===== src/rtl/md_sched.sv =====
// md_sched: sequences HI/LO instructions between the CPU main FSM and the mult/div unit.
// Define MD_NONBLOCK_EN to ack mult/div at issue and let later HI/LO accesses wait in HOLD.
module md_sched #(
  parameter int TIMEOUT = 31,
  parameter int CNT_W   = 8
) (
  input  logic        clk,
  input  logic        reset,
  input  logic        req,
  input  logic [2:0]  op,
  input  logic [31:0] rs_in,
  input  logic [31:0] rt_in,
  output logic        ack,
  output logic [31:0] rd_data,
  output logic        stall,
  output logic        timeout_err,
  output logic        md_start,
  output logic [2:0]  md_op,
  output logic        md_write,
  output logic        md_hilo,
  output logic [31:0] md_rs,
  output logic [31:0] md_rt,
  input  logic        md_busy,
  input  logic [31:0] md_hi,
  input  logic [31:0] md_lo
);
  typedef enum logic [2:0] {IDLE, HOLD, ISSUE, ARM, WAIT, DONE} state_t;
  state_t           state_q, state_d;
  logic [2:0]       op_q, op_d, md_op_q, md_op_d;
  logic [31:0]      rs_q, rs_d, rt_q, rt_d, rd_q, rd_d;
  logic [CNT_W-1:0] cnt_q, cnt_d;
  logic             err_q, err_d, ack_q, ack_d, start_q, start_d, write_q, write_d, hilo_q, hilo_d;
  logic             issue_d;
  always_comb begin
    state_d = state_q;
    op_d    = op_q;
    rs_d    = rs_q;
    rt_d    = rt_q;
    rd_d    = rd_q;
    err_d   = err_q;
    cnt_d   = cnt_q;
    case (state_q)
      IDLE: begin
        cnt_d = '0;
        if (req) begin
          op_d    = op;
          rs_d    = rs_in;
          rt_d    = rt_in;
          state_d = md_busy ? HOLD : ISSUE;
        end
      end
      HOLD: begin
        cnt_d = cnt_q + 1'b1;
        if (!md_busy) state_d = ISSUE;
        else if (cnt_d == CNT_W'(TIMEOUT)) begin
          err_d   = 1'b1;
          state_d = DONE;
        end
      end
      ISSUE: begin
        if (op_q[2:1] == 2'b10) rd_d = op_q[0] ? md_lo : md_hi;
`ifdef MD_NONBLOCK_EN
        state_d = DONE;
`else
        state_d = op_q[2] ? DONE : ARM;
`endif
      end
`ifndef MD_NONBLOCK_EN
      // a started unit that is not busy one cycle later has broken the handshake
      ARM: begin
        err_d   = err_q | ~md_busy;
        state_d = md_busy ? WAIT : DONE;
      end
`endif
      WAIT: begin
        cnt_d = cnt_q + 1'b1;
        if (!md_busy) state_d = DONE;
        else if (cnt_d == CNT_W'(TIMEOUT)) begin
          err_d   = 1'b1;
          state_d = DONE;
        end
      end
      DONE:    state_d = IDLE;
      default: state_d = IDLE;
    endcase
    issue_d = state_d == ISSUE;
    if (issue_d) cnt_d = '0;
    ack_d   = state_d == DONE;
    start_d = issue_d & ~op_d[2];
    md_op_d = start_d ? {1'b0, op_d[1:0]} : 3'b000;
    write_d = issue_d & op_d[2] & op_d[1];
    hilo_d  = write_d & ~op_d[0];
  end
  always_ff @(posedge clk) begin
    if (reset) begin
      state_q <= IDLE;
      op_q    <= '0;
      rs_q    <= '0;
      rt_q    <= '0;
      rd_q    <= '0;
      cnt_q   <= '0;
      err_q   <= 1'b0;
      ack_q   <= 1'b0;
      start_q <= 1'b0;
      md_op_q <= '0;
      write_q <= 1'b0;
      hilo_q  <= 1'b0;
    end else begin
      state_q <= state_d;
      op_q    <= op_d;
      rs_q    <= rs_d;
      rt_q    <= rt_d;
      rd_q    <= rd_d;
      cnt_q   <= cnt_d;
      err_q   <= err_d;
      ack_q   <= ack_d;
      start_q <= start_d;
      md_op_q <= md_op_d;
      write_q <= write_d;
      hilo_q  <= hilo_d;
    end
  end
  assign ack         = ack_q;
  assign rd_data     = rd_q;
  assign stall       = req & ~ack_q;
  assign timeout_err = err_q;
  assign md_start    = start_q;
  assign md_op       = md_op_q;
  assign md_write    = write_q;
  assign md_hilo     = hilo_q;
  assign md_rs       = rs_q;
  assign md_rt       = rt_q;
endmodule


===== config.mk =====
export PLATFORM = sky130hd
export DESIGN_NAME = md_sched
export DESIGN_NICKNAME = d
export VERILOG_FILES = /design/src/rtl/md_sched.sv
export SDC_FILE = /design/constraint.sdc
export NUM_CORES = 1
export LEC_CHECK = 0
export ABC_CLOCK_PERIOD_IN_PS = 2100
export CAP_MARGIN = 20
export CORE_MARGIN = 2
export CORE_UTILIZATION = 25
export CTS_CLUSTER_DIAMETER = 50
export CTS_CLUSTER_SIZE = 28
export DETAILED_ROUTE_END_ITERATION = 12
export PLACE_DENSITY = 0.64
export SLEW_MARGIN = 20
export SYNTH_ARGS = -nofsm -noshare
export SYNTH_HDL_FRONTEND = slang
export SYNTH_SLANG_ARGS = --single-unit
export TNS_END_PERCENT = 30

===== constraint.sdc =====
create_clock -name clk -period 2.1 [get_ports clk]
set_input_delay 0.21 -clock clk [delete_from_list [all_inputs] [get_ports clk]]
set_output_delay 0.21 -clock clk [all_outputs]
set_load 0.01 [all_outputs]

After elaboration in Yosys (flattened, before gate mapping)
Index checks and enable logic that the tools add are counted.

storage, ports and cells
  flip-flop bits (word level) = 118
  input port bits = 135
  output and inout port bits = 105
  word-level logic and storage cells = 59

cells by class
  add/subtract/negate cells = 1
  equality and inequality tests = 10
  mux-type cells = 15
  bitwise operators = 11
  reductions and logical operators = 9

operators with widths
  kind                   count
  $mux W32               1
  $mux W3                7
  $pmux W8 S2            1
  $pmux W3 S5            1
  $eq A3 B2 Y1 const B   3
  $add A8 B1 Y8 const B  1
  $eq A8 B5 Y1 const B   1
  $eq A3 B3 Y1 const B   2
  $reduce_or A2 Y1       3
  $and A1 B1 Y1          5
  $not A1 Y1             5
  $ne A2 B1 Y1 const B   2
  $reduce_and A2 Y1      2
  $reduce_bool A2 Y1     2
  $eq A3 B1 Y1 const B   1
  $logic_not A3 Y1       1
  $mux W1                3
  $reduce_and A3 Y1      1
  $eq A2 B2 Y1 const B   1
  $mux W2                1
  $pmux W1 S2            1
  $or A1 B1 Y1           1

Logic depth before layout (Yosys ltp)
Gate-level depths: netlist of run 1.

  depth in word-level cells = 9
  depth in mapped cells = 7
  depth with buffers taken out = 6

Worst setup path before layout of run 1
Ideal clock, no wire load.

  kind = reg2reg
  start = register state_q[1]
  end = register rs_q[10], in the netlist md_rs[10]
  arrival = 1.347 ns
  required time = 1.968 ns
  setup slack = 0.620 ns
  cell stages (with the launch flop) = 7
  buffers on the path = 3
  clock period less this slack = 1.480 ns
  cells stage by stage = dfxtp_1 > buf_6 > or4b_1 > buf_4 > buf_4 > nand2_1 > a21oi_1

on the way
  word-level cells in the longest chain between the ends = 2

ends and longest elaborated chain
  item                         line  RTL
  start, declared              28    state_t state_q, state_d;
  start signal, assigned       109   state_q <= state_d;
  $logic_not A3 Y1             42    case (state_q)
  $reduce_and A2 Y1 (no line)  --
  end signal, assigned         111   rs_q <= rs_d;
  end, declared                30    logic [31:0] rs_q, rs_d, rt_q, rt_d, rd_q, rd_d;

Every way passes these cells.
A chain may end at the register's enable or synchronous reset.

Worst setup path in the final report of run 1
  start = register state_q[1]
  end = register rs_q[17], in the netlist md_rs[17]

Same word-level chain as after synthesis.

==> results of run 1 <==
## synthesized netlist by cell type (2+ instances only)
cell        n
buf_4       8
nand2b_1    4
inv_1       2
and3_1      3
nand3_1     3
nand3b_1    4
nand4b_1    2
dfxtp_1   117
nor3_1     11
a41oi_1     3
nor2_1     50
a31oi_1     5
nand2_1   136
o21ai_0     2
nand4_1     2
a211oi_1   32
xnor2_1     4
nor4_1      2
nor2b_1     2
a21oi_1    78
clkbuf_1   15
buf_2      15
ha_1        2
mux2i_1    33
buf_6       7
## power breakdown
part	leakage, nW	switching [W]	total, W	internal [W]
sequential	0.954	0.0000713	0.00243	0.00236
combinational	1.53	0.000520	0.00116	0.000644
clock	0.301	0.00114	0.00304	0.00190
## area by class of cell
| type | instances | area [um^2] | area share, % |
|---|---|---|---|
| clock buffer | 17 | 425 | 5.35 |
| clock inverter | 15 | 193 | 2.42 |
| inverter | 2 | 7.51 | 0.0944 |
| multi-input combinational | 393 | 2140 | 26.9 |
| sequential | 117 | 2340 | 29.5 |
| tap | 234 | 293 | 3.68 |
| timing repair buffer | 251 | 2550 | 32.1 |
## worst max path at each step
stage | cells after the start | startpoint | endpoint | slack, ns
6_report | 4 | state_q[1] | md_rs[17] | 0.48
5_1_grt | 6 | state_q[2] | md_rt[16] | 0.34
4_1_cts | 3 | req | stall | 0.47
3_5_place_dp | 5 | req | md_rt[16] | 0.13
3_3_place_gp | 5 | req | md_rs[15] | 0.16
2_1_floorplan | 6 | state_q[1] | md_rs[10] | 0.62
## per-stage QoR
| stage | hold WS [ns] | total power [W] | utilization (%) |
|---|---|---|---|
| after global placement | 0.440 | 0.00364 | 39.3 |
| after detailed placement | 0.447 | 0.00365 | 39.3 |
| after CTS | 0.231 | 0.00674 | 42.6 |
| after floorplan | 0.346 | 0.00302 | - |
| final | 0.239 | 0.00663 | 42.6 |
| after global routing | 0.248 | 0.00694 | 42.6 |
## registers in the layout (all words and copies together) (netlist names)
register	count
cnt_q	8
timeout_err	1
ack	1
md_write	1
rd_data	32
state_q	3
md_rt	32
md_start	1
md_rs	32
md_op	2
op_q	3
md_hilo	1
## cell families (layout without fill, tap and decap cells)
| group | Yosys count | count (layout) |
|---|---|---|
| other | 1 | 1 |
| XOR/XNOR | 5 | 5 |
| AO/OA/AOI/OAI | 124 | 124 |
| buffers and inverters | 47 | 285 |
| AND/OR/NAND/NOR | 226 | 226 |
| multiplexers | 34 | 34 |
| adder cells (fa/ha/maj) | 3 | 3 |
| flip-flops | 117 | 117 |
## placed cells by master (no fill, tap or decap), types with 3 or more instances in the layout
| cell | Yosys | layout |
|---|---|---|
| nand2b_1 | 4 | 4 |
| dfxtp_1 | 117 | 116 |
| clkinv_4 | 0 | 4 |
| nor2_1 | 50 | 50 |
| a41oi_1 | 3 | 3 |
| buf_12 | 0 | 6 |
| bufinv_16 | 0 | 3 |
| nor3_1 | 11 | 11 |
| nand3b_1 | 4 | 4 |
| and3_1 | 3 | 3 |
| nand2_1 | 136 | 136 |
| a211oi_1 | 32 | 32 |
| buf_4 | 8 | 8 |
| a21oi_1 | 78 | 78 |
| xnor2_1 | 4 | 4 |
| clkbuf_16 | 0 | 17 |
| nand3_1 | 3 | 3 |
| a31oi_1 | 5 | 5 |
| mux2i_1 | 33 | 33 |
| clkdlybuf4s50_1 | 0 | 237 |
| inv_6 | 0 | 5 |
## per-layer routing
layer  track usage, %  routed length (um)  up-vias
met5                0                   0        -
met4             5.47                 199        0
met3             4.89                1140       21
met2             21.9                6380      185
met1             17.1                6190     2056
li1                 -                   -     2359
==> flow_summary.toml, run 1 <==
[synth]
synth_compound_area_share_pct = 15.4
synth.distinct_cells = 40
synth.net_count = 694
synth_top_family_by_area = "simple AND/OR/NAND/NOR gates"
yosys.area.top_type = "dfxtp_1"
synthFlopType = "dfxtp_1"
synth_top_cell_area_share_pct = 49.4
netlist_top_cells_area = "dfxtp_1 (49%), nand2_1 (11%), a21oi_1 (8.2%), mux2i_1 (7.0%), a211oi_1 (5.1%)"
synth_seq_area_share_pct = 49.4
mappedNetlistArea_um2 = 4740
synth_warnings = 0
synth_xor_area_share_pct = 0.924
syn-mean-instance-area_um2 = 8.51
synth_mux_area_share_pct = 7.21
synth_fa_ha_area_share_pct = 0.739
synth_edf_count = 0
async_flop_share_pct = 0
synth-simple-area-share_pct = 20.3
synth_cells = 557
ys_ff_latch = 117

[setup_path]
crit_buf_inv = 1
regToRegEndpoint = "md_rs[17]"
worstPathRequired_ns = 2.37
startpoint_type = "flip-flop"
worstSetupEndpointType = "flip-flop"
cp_cell_sequence = "or4b_2 > buf_12 > nand2_1 > a21oi_1"
max_stage_delay_ns = 0.74
crit_type = "flip-flop to flip-flop"
crit_family = "simple AND/OR/NAND/NOR gates"
rrSetupSlack_ns = 0.48
cp_slowest_cell = "or4b_2"
worst_ep_arrival_time_ns = 1.89
reg2reg_depth = 4
path_max_fanout = 48
r2r_start = "state_q[1]"

[flow_run]
cap_viol_max_count = 0

[die]
die-area_um2 = 20100
core-area_um2 = 18600
dieHeight_um = 142
initial_core_util_pct = 25.4
ios = 240
die-width_um = 142
num_rows = 50

[clock_network]
cts_buffer_depth = 2
numClockSinks = 117
cts_setup_buffers = 0
cts_root_buffer = "clkbuf_16"
cts_tree = "yes"
htreeDepth = 4
clk_pin_slew_ns = 0.06
cts-resized-gates = 0
hold_buffers = 0
cts_made_buffers = 17
clk_latency_ns = 0.41

[outcome]
status = "finished, final reports clean"

[detailed_routing]
wl_per_cell_um = 13.5
antenna_left = 0
drt_iter0_markers = 155
wl_um = 13900
viasPerCell = 4.49
vias = 4621
drc = 0
drtPass1Iterations = 4

[placement]
dp.cells = 997
gp_congestion = 0.743
portBuffers = 238
dp_slack_ns = 0.127
dp_hpwl_um = 9790
place_area_um2 = 7330

[sta]
finalSetupViolations = 0
finalHoldViolations = 0
finClkSkew_ns = 0.00536
rsz0062_at_grt = "false"
tns_ns = 0
slew_viol_final = 0
fin_crit_ns = 1.62
fin_ws_ns = 0.480
max_freq_mhz = 617
min_period_over_period_pct = 77.2

[grt]
grt_pass1_wl_um = 22000
grt_max_degree = 65
grt_use_total_pct = 13.8
antenna_found_initial = 0
grt_pass1_vias = 4298
overflow = 0

[hold_path]
min_path_cells = 2
holdPathEnd = "op_q[2]"
min_path_type = "primary input to flip-flop"
hp-start = "reset"

[finish]
area_growth_pct = 67.7
finalInstanceArea_um2 = 7950
fillers = 1882
layout-drive-gt1-share_pct = 6.67
fin_nets = 919
diodes = 0
stdcell_count = 1029

[pwr]
leakagePower_nw = 2.78
vdd_drop_max_uv = 489
p_per_area_nw_per_um2 = 834
Note: power is estimated with default switching activity, not from simulation.
==> inputs of run 2 (changes only) <==
--- a/config.mk
+++ b/config.mk
@@ -5,7 +5,7 @@
 export SDC_FILE = /design/constraint.sdc
 export NUM_CORES = 1
 export LEC_CHECK = 0
-export ABC_CLOCK_PERIOD_IN_PS = 2100
+export ABC_CLOCK_PERIOD_IN_PS = 1700
 export CAP_MARGIN = 20
 export CORE_MARGIN = 2
 export CORE_UTILIZATION = 25
==> constraint.sdc (replaced) <==
create_clock -name clk -period 1.7 [get_ports clk]
set_input_delay 0.17 -clock clk [delete_from_list [all_inputs] [get_ports clk]]
set_output_delay 0.17 -clock clk [all_outputs]
set_load 0.01 [all_outputs]
==> flow_summary.toml, run 2 (synthesis results as in run 1) <==
[outcome]
status = "finished, final reports clean"

[clock_network]
clk_latency_ns = 0.41
htreeDepth = 4
clk_pin_slew_ns = 0.06
cts_buffer_depth = 2
cts_root_buffer = "clkbuf_16"
numClockSinks = 117
cts_tree = "yes"
cts_made_buffers = 17

[setup_path]
reg2reg_depth = 7
path_max_fanout = 8
worstPathRequired_ns = 2.03
worst_ep_arrival_time_ns = 2.01
regToRegEndpoint = "rd_data[11]"
rrSetupSlack_ns = 0.02
r2r_start = "state_q[2]"
worstSetupEndpointType = "flip-flop"
crit_type = "flip-flop to flip-flop"
startpoint_type = "flip-flop"

[grt]
grt_max_degree = 65
grt_pass1_vias = 4393
overflow = 0
antenna_found_initial = 0
grt_use_total_pct = 13.8
grt_pass1_wl_um = 22000

[placement]
dp_hpwl_um = 10200
gp_congestion = 0.777
portBuffers = 238

[sta]
max_freq_mhz = 594
fin_crit_ns = 1.68
finClkSkew_ns = 0.00750
finalHoldViolations = 0
holdWs_ns = 0.0600
rsz0062_at_grt = "true"
min_period_over_period_pct = 99.0
finalSetupViolations = 0
slew_viol_final = 0

[finish]
layout_common_cells = "clkdlybuf4s50_1 (237), nand2_1 (136), dfxtp_1 (116), a21oi_1 (77), nor2_1 (50)"
final_util_pct = 44.2
layout-drive-gt1-share_pct = 9.09
diodes = 0
area_growth_pct = 73.7
final-seq-area_um2 = 2340
fillers = 1851
fin_nets = 938
multi_input_comb_area_um2 = 2160
final_common_cell = "clkdlybuf4s50_1"

[die]
initial_core_util_pct = 25.4
core-area_um2 = 18600
die-area_um2 = 20100
dieHeight_um = 142
num_rows = 50
ios = 240
die-width_um = 142

[hold_path]
hp-start = "reset"
min_path_cells = 2
holdPathEnd = "md_rt[10]"
min_path_type = "primary input to flip-flop"

[detailed_routing]
vias = 4721
wl_per_cell_um = 14.3
wl_um = 15000
antenna_left = 0
drc = 0
viasPerCell = 4.50
drtPass1Iterations = 4
drt_iter0_markers = 164

[pwr]
swShare_pct = 24.5
leakagePower_nw = 2.93
pwr-share-clk_pct = 46.2
vdd_drop_max_uv = 639
power.switching_w = 0.00206
seq_power_share_pct = 35.7
internal_power_w = 0.00634
p_comb_share_pct = 18.1
p_per_area_nw_per_um2 = 1020

[flow_run]
cap_viol_max_count = 0
==> run 2: cell count changes in the layout (fill, tap and decap cells not counted), sizes merged <==
cell / before / now
inv: 8 / 3
clkinvlp: 1 / 4
clkbuf: 17 / 24
clkinv: 5 / 2
bufinv: 3 / 4
buf: 14 / 30
==> run 2: power by group through the flow <==
stage | clock network (W) | registers, W | logic [W]
2_1_floorplan | 0 | 0.00312 | 0.000611
3_3_place_gp | 0 | 0.00305 | 0.00148
3_5_place_dp | 0 | 0.00306 | 0.00150
4_1_cts | 0.00399 | 0.00300 | 0.00150
5_1_grt | 0.00412 | 0.00301 | 0.00166
6_report | 0.00388 | 0.00300 | 0.00152
==> run 2: stage by stage <==
stage / setup TNS [ns] / std cells / instance area [um^2] / power, W / worst slack, ns
6_report: 0 / 1048 / 8230 / 0.00840 / 0.0177
5_1_grt: -0.442 / 1048 / 8230 / 0.00880 / -0.0288
4_1_cts: 0 / 1039 / 8060 / 0.00849 / 0.0247
3_5_place_dp: -13.24 / 1007 / 7420 / 0.00455 / -0.213
3_3_place_gp: -12.20 / 1007 / 7420 / 0.00454 / -0.197
2_1_floorplan: 0 / 557 / 4740 / 0.00373 / 0.220
==> run 2: critical path, cell delays in order (launching register included) <==
cell	delay, ns
dfxtp_1	0.30
buf_4	0.15
nand2b_4	0.16
nor4b_4	0.41
buf_6	0.19
clkbuf_16	0.16
nor2_1	0.04
a211oi_1	0.19
==> run 2: how the worst max path moves through the flow <==
stage / start / end / slack (ns) / depth (start not counted)
after floorplan: state_q[1] / md_rs[10] / 0.22 / 6
after global routing: state_q[2] / rd_data[3] / -0.03 / 7
after CTS: state_q[2] / md_rs[24] / 0.02 / 7
final: state_q[2] / rd_data[11] / 0.02 / 7
after detailed placement: req / md_rs[15] / -0.21 / 5
after global placement: req / md_rs[1] / -0.20 / 5
==> run 2: area by class of cell <==
cell class              instances  share of cell area [%]
repair buffers                270                    33.8
flip-flops and latches        117                    28.5
multi-input cells             393                    26.2
clock buffers                  21                    5.71
well taps                     234                    3.56
clock inverters                11                    2.10
inverters                       2                  0.0912
==> run 2: layer usage <==
| layer | vias to the layer above | global-route usage (%) | routed length (um) |
|---|---|---|---|
| met3 | 18 | 5.13 | 1230 |
| met2 | 183 | 22.0 | 6950 |
| li1 | 2402 | - | - |
| met5 | - | 0 | 0 |
| met1 | 2118 | 16.8 | 6510 |
| met4 | 0 | 6.16 | 296 |
==> run 2: timing repair <==
item / in CTS / in global routing
gates resized for setup: 0 / 13
setup buffers: 0 / 3
hold buffers: 0 / 0
endpoints found under the setup margin: 0 / 53
